===== config.mk =====
export PLATFORM = sky130hd
export DESIGN_NAME = robot_motion_scheduler
export DESIGN_NICKNAME = d
export VERILOG_FILES = /design/src/rtl/robot_motion_scheduler.sv
export SDC_FILE = /design/constraint.sdc
export NUM_CORES = 1
export LEC_CHECK = 0
export ABC_AREA = 1
export CAP_MARGIN = 5
export CORE_MARGIN = 2
export CORE_UTILIZATION = 40
export CTS_BUF_LIST = sky130_fd_sc_hd__clkbuf_8
export DETAILED_ROUTE_END_ITERATION = 6
export SYNTH_ARGS = -nofsm -noshare
export SYNTH_HDL_FRONTEND = slang
export SYNTH_SLANG_ARGS = --single-unit

===== constraint.sdc =====
create_clock -name clk -period 2.45 [get_ports clk]
set_input_delay 0.3675 -clock clk [delete_from_list [all_inputs] [get_ports clk]]
set_output_delay 0.3675 -clock clk [all_outputs]
set_load 0.01 [all_outputs]

===== src/rtl/robot_motion_scheduler.sv =====
// Motion-state sequencer for the motor output decoder: arbitrates host and
// obstacle-avoid commands, enforces dwell, brake, watchdog and fault recovery.
module robot_motion_scheduler #(
  parameter int unsigned DWELL_CYC   = 8,
  parameter int unsigned STOP_CYC    = 4,
  parameter int unsigned WDOG_CYC    = 1000,
  parameter int unsigned RECOVER_CYC = 16
) (
  input  logic       clk,
  input  logic       rst_n,
  input  logic       host_cmd_valid,
  input  logic [2:0] host_cmd,
  output logic       host_cmd_ready,
  input  logic       avoid_req,
  input  logic [2:0] avoid_cmd,
  output logic       avoid_ack,
  input  logic       fault,
  input  logic       fault_clr,
  output logic [2:0] state,
  output logic       busy,
  output logic       err_flag,
  output logic       illegal_cmd
);

  localparam int unsigned DW = $clog2(DWELL_CYC + 1);
  localparam int unsigned SW = $clog2(STOP_CYC + 1);
  localparam int unsigned WW = $clog2(WDOG_CYC + 1);
  localparam int unsigned RW = $clog2(RECOVER_CYC + 1);

  typedef enum logic [2:0] {
    S_IDLE    = 3'd0,
    S_FWD     = 3'd1,
    S_BWD     = 3'd2,
    S_LEFT    = 3'd3,
    S_RIGHT   = 3'd4,
    S_STOP    = 3'd5,
    S_ERROR   = 3'd6,
    S_RECOVER = 3'd7
  } state_t;

  state_t        cur, nxt, cmd, pend, pend_nxt;
  logic          pend_vld, pend_vld_nxt;
  logic          en;
  logic [DW-1:0] dwell_cnt;
  logic [SW-1:0] stop_cnt;
  logic [WW-1:0] wdog_cnt;
  logic [RW-1:0] rec_cnt;
  logic          motion, dwell_done, can_accept, avoid_take, take, cmd_legal;
  logic          wdog_exp, stop_done, rec_done, wdog_kick, entering;

  function automatic state_t reverse_of(input state_t s);
    case (s)
      S_FWD:   return S_BWD;
      S_BWD:   return S_FWD;
      S_LEFT:  return S_RIGHT;
      S_RIGHT: return S_LEFT;
      default: return s;
    endcase
  endfunction

  assign state = cur;

  // Arbitration and next-state; ack gating stops a held avoid_req being taken twice
  always_comb begin
    motion         = cur inside {S_FWD, S_BWD, S_LEFT, S_RIGHT};
    dwell_done     = (dwell_cnt == DW'(DWELL_CYC));
    can_accept     = en & ~fault & ~avoid_ack & ((cur == S_IDLE) | (motion & dwell_done));
    avoid_take     = can_accept & avoid_req;
    host_cmd_ready = can_accept & ~avoid_req;
    take           = avoid_take | (host_cmd_ready & host_cmd_valid);
    cmd            = state_t'(avoid_take ? avoid_cmd : host_cmd);
    cmd_legal      = cmd inside {S_FWD, S_BWD, S_LEFT, S_RIGHT, S_STOP};
    wdog_exp       = motion & (wdog_cnt == WW'(WDOG_CYC - 1));
    stop_done      = (stop_cnt == SW'(STOP_CYC - 1));
    rec_done       = (rec_cnt == RW'(RECOVER_CYC - 1));
    nxt            = cur;
    pend_nxt       = pend;
    pend_vld_nxt   = pend_vld;
    wdog_kick      = 1'b0;
    if (fault) begin
      nxt          = S_ERROR;
      pend_vld_nxt = 1'b0;
    end else begin
      case (cur)
        S_IDLE: begin
          if (take && cmd_legal) begin
            nxt          = cmd;
            pend_vld_nxt = 1'b0;
          end
        end
        S_FWD, S_BWD, S_LEFT, S_RIGHT: begin
          if (take && cmd_legal) begin
            if (cmd == cur) begin
              wdog_kick = 1'b1;
            end else if (cmd == S_STOP) begin
              nxt          = S_STOP;
              pend_vld_nxt = 1'b0;
            end else if (cmd == reverse_of(cur)) begin
              nxt          = S_STOP;
              pend_nxt     = cmd;
              pend_vld_nxt = 1'b1;
            end else begin
              nxt = cmd;
            end
          end else if (wdog_exp) begin
            nxt          = S_STOP;
            pend_vld_nxt = 1'b0;
          end
        end
        S_STOP: begin
          if (stop_done) begin
            nxt          = pend_vld ? pend : S_IDLE;
            pend_vld_nxt = 1'b0;
          end
        end
        S_ERROR: begin
          if (fault_clr) nxt = S_RECOVER;
        end
        S_RECOVER: begin
          if (rec_done) nxt = S_IDLE;
        end
        default: nxt = S_IDLE;
      endcase
    end
    entering = (nxt != cur);
  end

  // State, counters and registered outputs
  always_ff @(posedge clk or negedge rst_n) begin
    if (!rst_n) begin
      cur         <= S_IDLE;
      pend        <= S_IDLE;
      pend_vld    <= 1'b0;
      en          <= 1'b0;
      dwell_cnt   <= '0;
      stop_cnt    <= '0;
      wdog_cnt    <= '0;
      rec_cnt     <= '0;
      avoid_ack   <= 1'b0;
      illegal_cmd <= 1'b0;
      busy        <= 1'b0;
      err_flag    <= 1'b0;
    end else begin
      en          <= 1'b1;
      cur         <= nxt;
      pend        <= pend_nxt;
      pend_vld    <= pend_vld_nxt;
      avoid_ack   <= avoid_take;
      illegal_cmd <= take & ~cmd_legal;
      busy        <= (nxt == S_STOP) || (nxt == S_RECOVER);
      err_flag    <= (nxt == S_ERROR);

      if (entering)                    dwell_cnt <= '0;
      else if (motion && !dwell_done)  dwell_cnt <= dwell_cnt + DW'(1);

      if (entering || wdog_kick)                       wdog_cnt <= '0;
      else if (motion && wdog_cnt != WW'(WDOG_CYC))    wdog_cnt <= wdog_cnt + WW'(1);

      if (entering)                                      stop_cnt <= '0;
      else if (cur == S_STOP && stop_cnt != SW'(STOP_CYC)) stop_cnt <= stop_cnt + SW'(1);

      if (entering)                                           rec_cnt <= '0;
      else if (cur == S_RECOVER && rec_cnt != RW'(RECOVER_CYC)) rec_cnt <= rec_cnt + RW'(1);
    end
  end

endmodule


# Word level (Yosys, flattened, before mapping)
# Cells that the tools add are included.
[word_totals] ff_bits=34 out_inout_bits=8 elab_cells=122
[op_classes] n_addsub=4 n_eq_ne=30 muxes=40 bitwise_logic=17 n_reduce_logical=19
[ops] op="two-way mux 3 bit" count=19
[ops] op="equality test 3 bit (second input constant)" count=9
[ops] op="two-way mux 10 bit" count=2
[ops] op="equality test 3 x 2 -> 1 bit (second input constant)" count=5
[ops] op="one-hot mux 3 bit (5 select lines)" count=1
[ops] op="two-way mux 1 bit" count=12
[ops] op="one-hot mux 3 bit (4 select lines)" count=1
[ops] op="AND reduction 6 bit" count=2
[ops] op="adder 10 x 1 -> 10 bit (second input constant)" count=1
[ops] op="equality test 10 bit (second input constant)" count=1
[ops] op="two-way mux 5 bit" count=2
[ops] op="inequality test 10 bit (second input constant)" count=1
[ops] op="inequality test 5 bit (second input constant)" count=2
[ops] op="AND 1 bit" count=9
[ops] op="two-way mux 4 bit" count=2
[ops] op="inequality test 4 bit (second input constant)" count=2
[ops] op="nonzero test 2 bit" count=4
[ops] op="nonzero test 4 bit" count=2
[ops] op="equality test 3 x 1 -> 1 bit (second input constant)" count=2
[ops] op="equality test 3 bit" count=2
[ops] op="inequality test 3 bit (second input constant)" count=2
[ops] op="inverter 1 bit" count=6
[ops] op="adder 5 x 1 -> 5 bit (second input constant)" count=1
[ops] op="equality test 5 x 4 -> 1 bit (second input constant)" count=1
[ops] op="other kinds (13)" count=19

# Logic depth before layout (Yosys ltp)
[logic_depth] ltp_word=23 ltp_mapped=23

# Worst setup path after synthesis
# OpenSTA, ideal clock, no wires.
[synth_path] path_kind="reg-to-reg" startpoint="register cur[0] (netlist: state[0])" endpoint="register rec_cnt[1]" setup_time_ns=0.128 arrival_ns=2.273 setup_slack_ns=0.050 path_stages_with_launch=23 n_path_buf=2 synth_period_minus_slack_ns=2.400 path_cell_list="dfrtp_1 -> buf_6 -> nor2_8 -> nand2_2 -> nand2_4 -> nand3_4 -> nand2_2 -> nand2_4 -> nand2_2 -> nand2_2 -> nand2_4 -> nand2_8 -> clkinv_4 -> nand2_1 -> nand2_1 -> nand3_1 -> nand2_1 -> nand2_1 -> nand2_1 -> nand2_2 -> nand3_4 -> buf_12 -> nor2_4"
[synth_between] elab_chain_cells=16 elab_cells_between_ends=49 cone_classes="eq/ne (15); mux (19); bitwise (8); reduce/logical (7)"
[synth_lines] item="from (decl)" line="41" source="state_t cur, nxt, cmd, pend, pend_nxt;"
[synth_lines] item="from (signal assigned)" line="145" source="cur <= nxt;"
[synth_lines] item="equality test 3 bit (tied with other cells)" line="52, 65, 84"
[synth_lines] item="one-hot mux 3 bit (4 select lines) or nonzero test 4 bit (tied branches)" line="52, 65"
[synth_lines] item="two-way mux 3 bit or AND 1 bit (tied branches)" line="95, 67"
[synth_lines] item="two-way mux 3 bit or OR 1 bit (tied branches)" line="93, 67"
[synth_lines] item="two-way mux 3 bit or AND 1 bit (tied branches)" line="92, 67"
[synth_lines] item="two-way mux 3 bit or AND 1 bit (tied branches)" line="84, 68"
[synth_lines] item="two-way mux 3 bit (on tied branches)" line="80, 71"
[synth_lines] item="equality test 3 bit" line="98" source="end else if (cmd == reverse_of(cur)) begin"
[synth_lines] item="two-way mux 3 bit" line="98"
[synth_lines] item="two-way mux 3 bit" line="95" source="end else if (cmd == S_STOP) begin"
[synth_lines] item="two-way mux 3 bit" line="93" source="if (cmd == cur) begin"
[synth_lines] item="two-way mux 3 bit" line="92" source="if (take && cmd_legal) begin"
[synth_lines] item="one-hot mux 3 bit (5 select lines)" line="84" source="case (cur)"
[synth_lines] item="two-way mux 3 bit" line="80" source="if (fault) begin"
[synth_lines] item="inequality test 3 bit" line="125" source="entering = (nxt != cur);"
[synth_lines] item="two-way mux 5 bit or nonzero test 2 bit (tied branches)"
[synth_lines] item="to (signal assigned)" line="163" source="else if (cur == S_RECOVER && rec_cnt != RW'(RECOVER_CYC)) rec_cnt <= rec_cnt + RW'(1);"
[synth_lines] item="to (decl)" line="47" source="logic [RW-1:0] rec_cnt;"
# Parallel ways exist; a longest one is shown, timed or not. The select of a mux whose other input is x is not followed.
# A chain may end at the register's enable or synchronous reset.

# Worst setup path in the final report
[layout_path] startpoint="register cur[1] (netlist: state[1])" endpoint="register dwell_cnt[2]"
[layout_between] elab_chain_cells=16 elab_cells_between_ends=49 cone_classes="eq/ne (15); mux (19); bitwise (8); reduce/logical (7)"
[layout_lines] item="equality test 3 bit (tied with other cells)" line="52, 65, 84"
[layout_lines] item="one-hot mux 3 bit (4 select lines) or nonzero test 4 bit (tied branches)" line="52, 65"
[layout_lines] item="two-way mux 3 bit or AND 1 bit (tied branches)" line="95, 67"
[layout_lines] item="two-way mux 3 bit or OR 1 bit (tied branches)" line="93, 67"
[layout_lines] item="two-way mux 3 bit or AND 1 bit (tied branches)" line="92, 67"
[layout_lines] item="two-way mux 3 bit or AND 1 bit (tied branches)" line="84, 68"
[layout_lines] item="two-way mux 3 bit (on tied branches)" line="80, 71"
[layout_lines] item="equality test 3 bit" line="98"
[layout_lines] item="two-way mux 3 bit" line="98"
[layout_lines] item="two-way mux 3 bit" line="95"
[layout_lines] item="two-way mux 3 bit" line="93"
[layout_lines] item="two-way mux 3 bit" line="92"
[layout_lines] item="one-hot mux 3 bit (5 select lines)" line="84"
[layout_lines] item="two-way mux 3 bit" line="80"
[layout_lines] item="inequality test 3 bit" line="125"
[layout_lines] item="two-way mux 4 bit or nonzero test 2 bit (tied branches)"
[layout_lines] item="to (signal assigned)" line="154" source="else if (motion && !dwell_done) dwell_cnt <= dwell_cnt + DW'(1);"
[layout_lines] item="to (decl)" line="44" source="logic [DW-1:0] dwell_cnt;"
# Parallel ways exist; a longest one is shown, timed or not. The select of a mux whose other input is x is not followed.

==> results.toml <==
[pwr]
combPwrFrac_pct = 44.2
clockPowerShare_pct = 21.2
intPower_mw = 1.19
power_per_unit_of_standard_cell_area_nw_per_um2 = 547
power.ir.vdd_worst_v = 0.000463
switching_pwr_mw = 0.706
static-leakage-power_nw = 1.65
seq_power_share_pct = 34.6
sw_share_pct = 37.3

[logic_synthesis]
synth_edf_count = 0
yosys.area_share.simple_pct = 40.2
syn-mean-instance-area_um2 = 8.02
netlist.top_cell.by_area = "sky130_fd_sc_hd__dfrtp_1"
synth_compound_area_share_pct = 6.75
synth_area_leaders = "sky130_fd_sc_hd__dfrtp_1 33%, sky130_fd_sc_hd__nand2_1 9.4%, sky130_fd_sc_hd__inv_1 6.2%"
number_of_synthesized_register_bits = 34
synth_top_area_share_pct = 33.3
yosysSeqAreaShare_pct = 33.3
ys_top_cells_by_count = "64 x sky130_fd_sc_hd__nand2_1, 42 x sky130_fd_sc_hd__inv_1, 34 x sky130_fd_sc_hd__dfrtp_1, 32 x sky130_fd_sc_hd__nor2_1, 22 x sky130_fd_sc_hd__nand3_1"
netlist-cell-type-count = 37
main_combinational_cell_family_by_area_after_synthesis = "simple AND/OR/NAND/NOR gates"
synth_mux_area_share_pct = 0.391
ys.flop_type = "sky130_fd_sc_hd__dfrtp_1"
synth_adder_area_share_pct = 4.89
syn_area_um2 = 2560
mappedNetlistNets = 341
postSynthCellCount = 319
synth.most_common_cell = "sky130_fd_sc_hd__nand2_1"
synth_warnings = 0
xor_xnor_share_of_the_synthesized_area_pct = 5.48
asyncSetResetFlopFracSynth_pct = 100

[timing]
setup_viol = 13
fmax_mhz = 398
worst_slew_margin_rel_pct = 51.2
timing.final.max_slew_violations = 0
rsz0062_at_grt = "true"
worst_slew_pin_slew_ps = 726
finalSetupTns_ps = -642
final_critical_path_setup_slack_ps = -59.7
number_of_failing_hold_endpoints_at_the_final_stage = 0
finalCriticalPeriod_ps = 2510
layout_worst_path_cycle_share_pct = 102
fin_worst_skew_ps = 7.15

[clock_tree]
num_clock_sinks = 34
clock_latency_ps = 290
hold_buffer_count_at_cts = 0
cts_tree = "done"
cts_max_level = 2
clk_pin_slew_ps = 80
cts_made_buffers = 5
cts.path.max_buffers = 2
clk_root_buffer_cell = "sky130_fd_sc_hd__clkbuf_8"

[die]
floorplan.rows = 29
i_o_pin_count = 20
coreArea_um2 = 6280
die_width_um = 84.0
die-height_um = 84.0
start_util_pct = 40.7
floorplan.die_area_um2 = 7050

[global_routing]
overflow = 0
largest_net_degree_at_the_start_of_global_routing = 35
first_global_vias = 2262
grt_first_pass_wirelength_um = 10000
grt_use_total_pct = 17.4
antenna_violations_before_repair = 0

[placement]
dp_hpwl_um = 4410
dp_worst_setup_slack_ps = -440
place.gp.congestion = 0.926
placed_cell_area_um2 = 3170
port_buffers = 19

[cells_and_area]
design_area_um2 = 3460
drive_gt1_share_pct = 33.8
final_core_util_pct = 55.1
n_fill_cell = 607
nets = 422
antenna_cells = 0
area_delta_synth_final_pct = 35.3

[drt]
ant_nets = 0
drc = 0
detailedRoute.firstPassIterationCount = 4
detail_route.wirelength_um = 5800
post_detailed_route_wirelength_per_cell_um = 12.2
detailedRoute.firstIterationViolations = 124
vias = 2258
avgViaCountPerCell = 4.73

[min_path]
worst_hold_path_type = "in -> async"

[status]
violations = "negative setup slack"
outcome = "complete, but fails checks"

[critical_path]
criticalPathCategory = "reg -> reg"
required_ps = 2670
endpoint_arrival_time_on_the_critical_path_ps = 2730
startpoint_type = "register"
type_of_element_capturing_the_critical_path = "register"
critPathMaxFanout = 7

[flow_run]
max_cap_violations = 0
-- area by class of cell --
type,count,area [µm²],share of cell area [%]
clock buffers,5,68.8,1.99
clock inverters,2,11.3,0.325
inverters,47,184,5.31
multi-input cells,234,1580,45.7
flip-flops and latches,34,853,24.7
well taps,77,96.3,2.78
repair buffers,78,664,19.2
-- power groups by stage --
stage / clock network [mW] / logic, mW / registers (mW)
3_5_place_dp: 0 / 0.765 / 0.663
2_1_floorplan: 0 / 0.480 / 0.658
3_3_place_gp: 0 / 0.759 / 0.662
4_1_cts: 0.412 / 0.807 / 0.654
5_1_grt: 0.441 / 0.920 / 0.660
6_report: 0.401 / 0.837 / 0.654
-- worst max-delay path: stages (launching register included) --
cell and delay, ps:
sky130_fd_sc_hd__dfrtp_2 450, sky130_fd_sc_hd__nor2_8 160, sky130_fd_sc_hd__nand2_4 90, sky130_fd_sc_hd__nand2_4 130
sky130_fd_sc_hd__nand3_4 140, sky130_fd_sc_hd__nand2_4 130, sky130_fd_sc_hd__nand2_4 70, sky130_fd_sc_hd__nand2_2 60
sky130_fd_sc_hd__nand2_2 60, sky130_fd_sc_hd__nor2_4 140, sky130_fd_sc_hd__nand2_1 60, sky130_fd_sc_hd__nand2_1 60
sky130_fd_sc_hd__nand2_1 50, sky130_fd_sc_hd__a21boi_2 180, sky130_fd_sc_hd__nand4_1 130, sky130_fd_sc_hd__nand2_2 150
sky130_fd_sc_hd__nand3_4 150, sky130_fd_sc_hd__buf_12 180, sky130_fd_sc_hd__nor2_4 60
-- kinds of logic after synthesis --
family,Yosys count
DFF,34
adders and majority gates,10
muxes,1
xor gates and xnor gates,16
other,1
and+or+nand+nor,178
buffers and inverters,51
AOI/OAI and AO/OA,28
-- layer usage --
layer	up-vias	global-route usage (%)	part of all wire [%]
met3	5	3.46	3.0
met5	-	0	0
met1	1056	22.0	47
met2	27	30.6	49
li1	1170	-	-
met4	0	4.11	0.95
-- registers in the layout, indices dropped and copies added, names as in the netlist --
| signal | flops |
|---|---|
| avoid_ack | 1 |
| busy | 1 |
| dwell_cnt | 4 |
| en | 1 |
| err_flag | 1 |
| illegal_cmd | 1 |
| pend | 3 |
| pend_vld | 1 |
| rec_cnt | 5 |
| state | 3 |
| stop_cnt | 3 |
| wdog_cnt | 10 |
-- worst paths after layout --
kind | from | endpoint | slack (ps) | cells after the start
worst max-delay path | state[1]$_DFF_PN0_ | dwell_cnt[2]$_DFFE_PN0P_ | -60 | 18
worst min-delay path | rst_n | wdog_cnt[2]$_DFFE_PN0P_ | 490 | 2
worst max register to register | state[1]$_DFF_PN0_ | dwell_cnt[2]$_DFFE_PN0P_ | -60 | 18
worst min register to register | pend[0]$_DFFE_PN0P_ | pend[0]$_DFFE_PN0P_ | 490 | 2
max in group asynchronous | rst_n | state[1]$_DFF_PN0_ | 1630 | 2
min in group clk | pend[0]$_DFFE_PN0P_ | pend[0]$_DFFE_PN0P_ | 490 | 2
-- cell usage in the layout, fill, tap and decap left out, types with 2 or more instances in the layout --
cell type	n
sky130_fd_sc_hd__nand2_4	13
sky130_fd_sc_hd__o21ai_0	7
sky130_fd_sc_hd__nor2_8	2
sky130_fd_sc_hd__xor2_1	13
sky130_fd_sc_hd__nand3_1	17
sky130_fd_sc_hd__o21ai_1	2
sky130_fd_sc_hd__nand2_2	15
sky130_fd_sc_hd__dfrtp_1	32
sky130_fd_sc_hd__clkbuf_8	5
sky130_fd_sc_hd__nor2_1	29
sky130_fd_sc_hd__nand3_2	5
sky130_fd_sc_hd__a31oi_1	2
sky130_fd_sc_hd__nor2_2	3
sky130_fd_sc_hd__a21oi_1	12
sky130_fd_sc_hd__dfrtp_2	2
sky130_fd_sc_hd__nand3_4	2
sky130_fd_sc_hd__nor2_4	12
sky130_fd_sc_hd__buf_12	2
sky130_fd_sc_hd__nand4_1	8
sky130_fd_sc_hd__buf_4	55
sky130_fd_sc_hd__clkdlybuf4s50_1	18
sky130_fd_sc_hd__nand2_1	60
sky130_fd_sc_hd__nor3_1	4
sky130_fd_sc_hd__inv_1	41
sky130_fd_sc_hd__nand4_4	2
sky130_fd_sc_hd__ha_1	9
sky130_fd_sc_hd__xnor2_1	3
sky130_fd_sc_hd__inv_2	5
sky130_fd_sc_hd__buf_6	2
-- metrics by stage --
stage | power, mW | cells | hold WS (ps)
CTS | 1.87 | 472 | 497
floorplan | 1.14 | 319 | 71.9
global route | 2.02 | 477 | 532
global placement | 1.42 | 457 | 480
finish | 1.89 | 477 | 487
detailed placement | 1.43 | 457 | 479
-- repair_timing --
item | CTS | global route
endpoints found under the setup margin | 25 | 28
pin swaps | 13 | 11
resized for setup | 15 | 18
setup buffers | 8 | 5
Power figures use the tool's default switching activity.
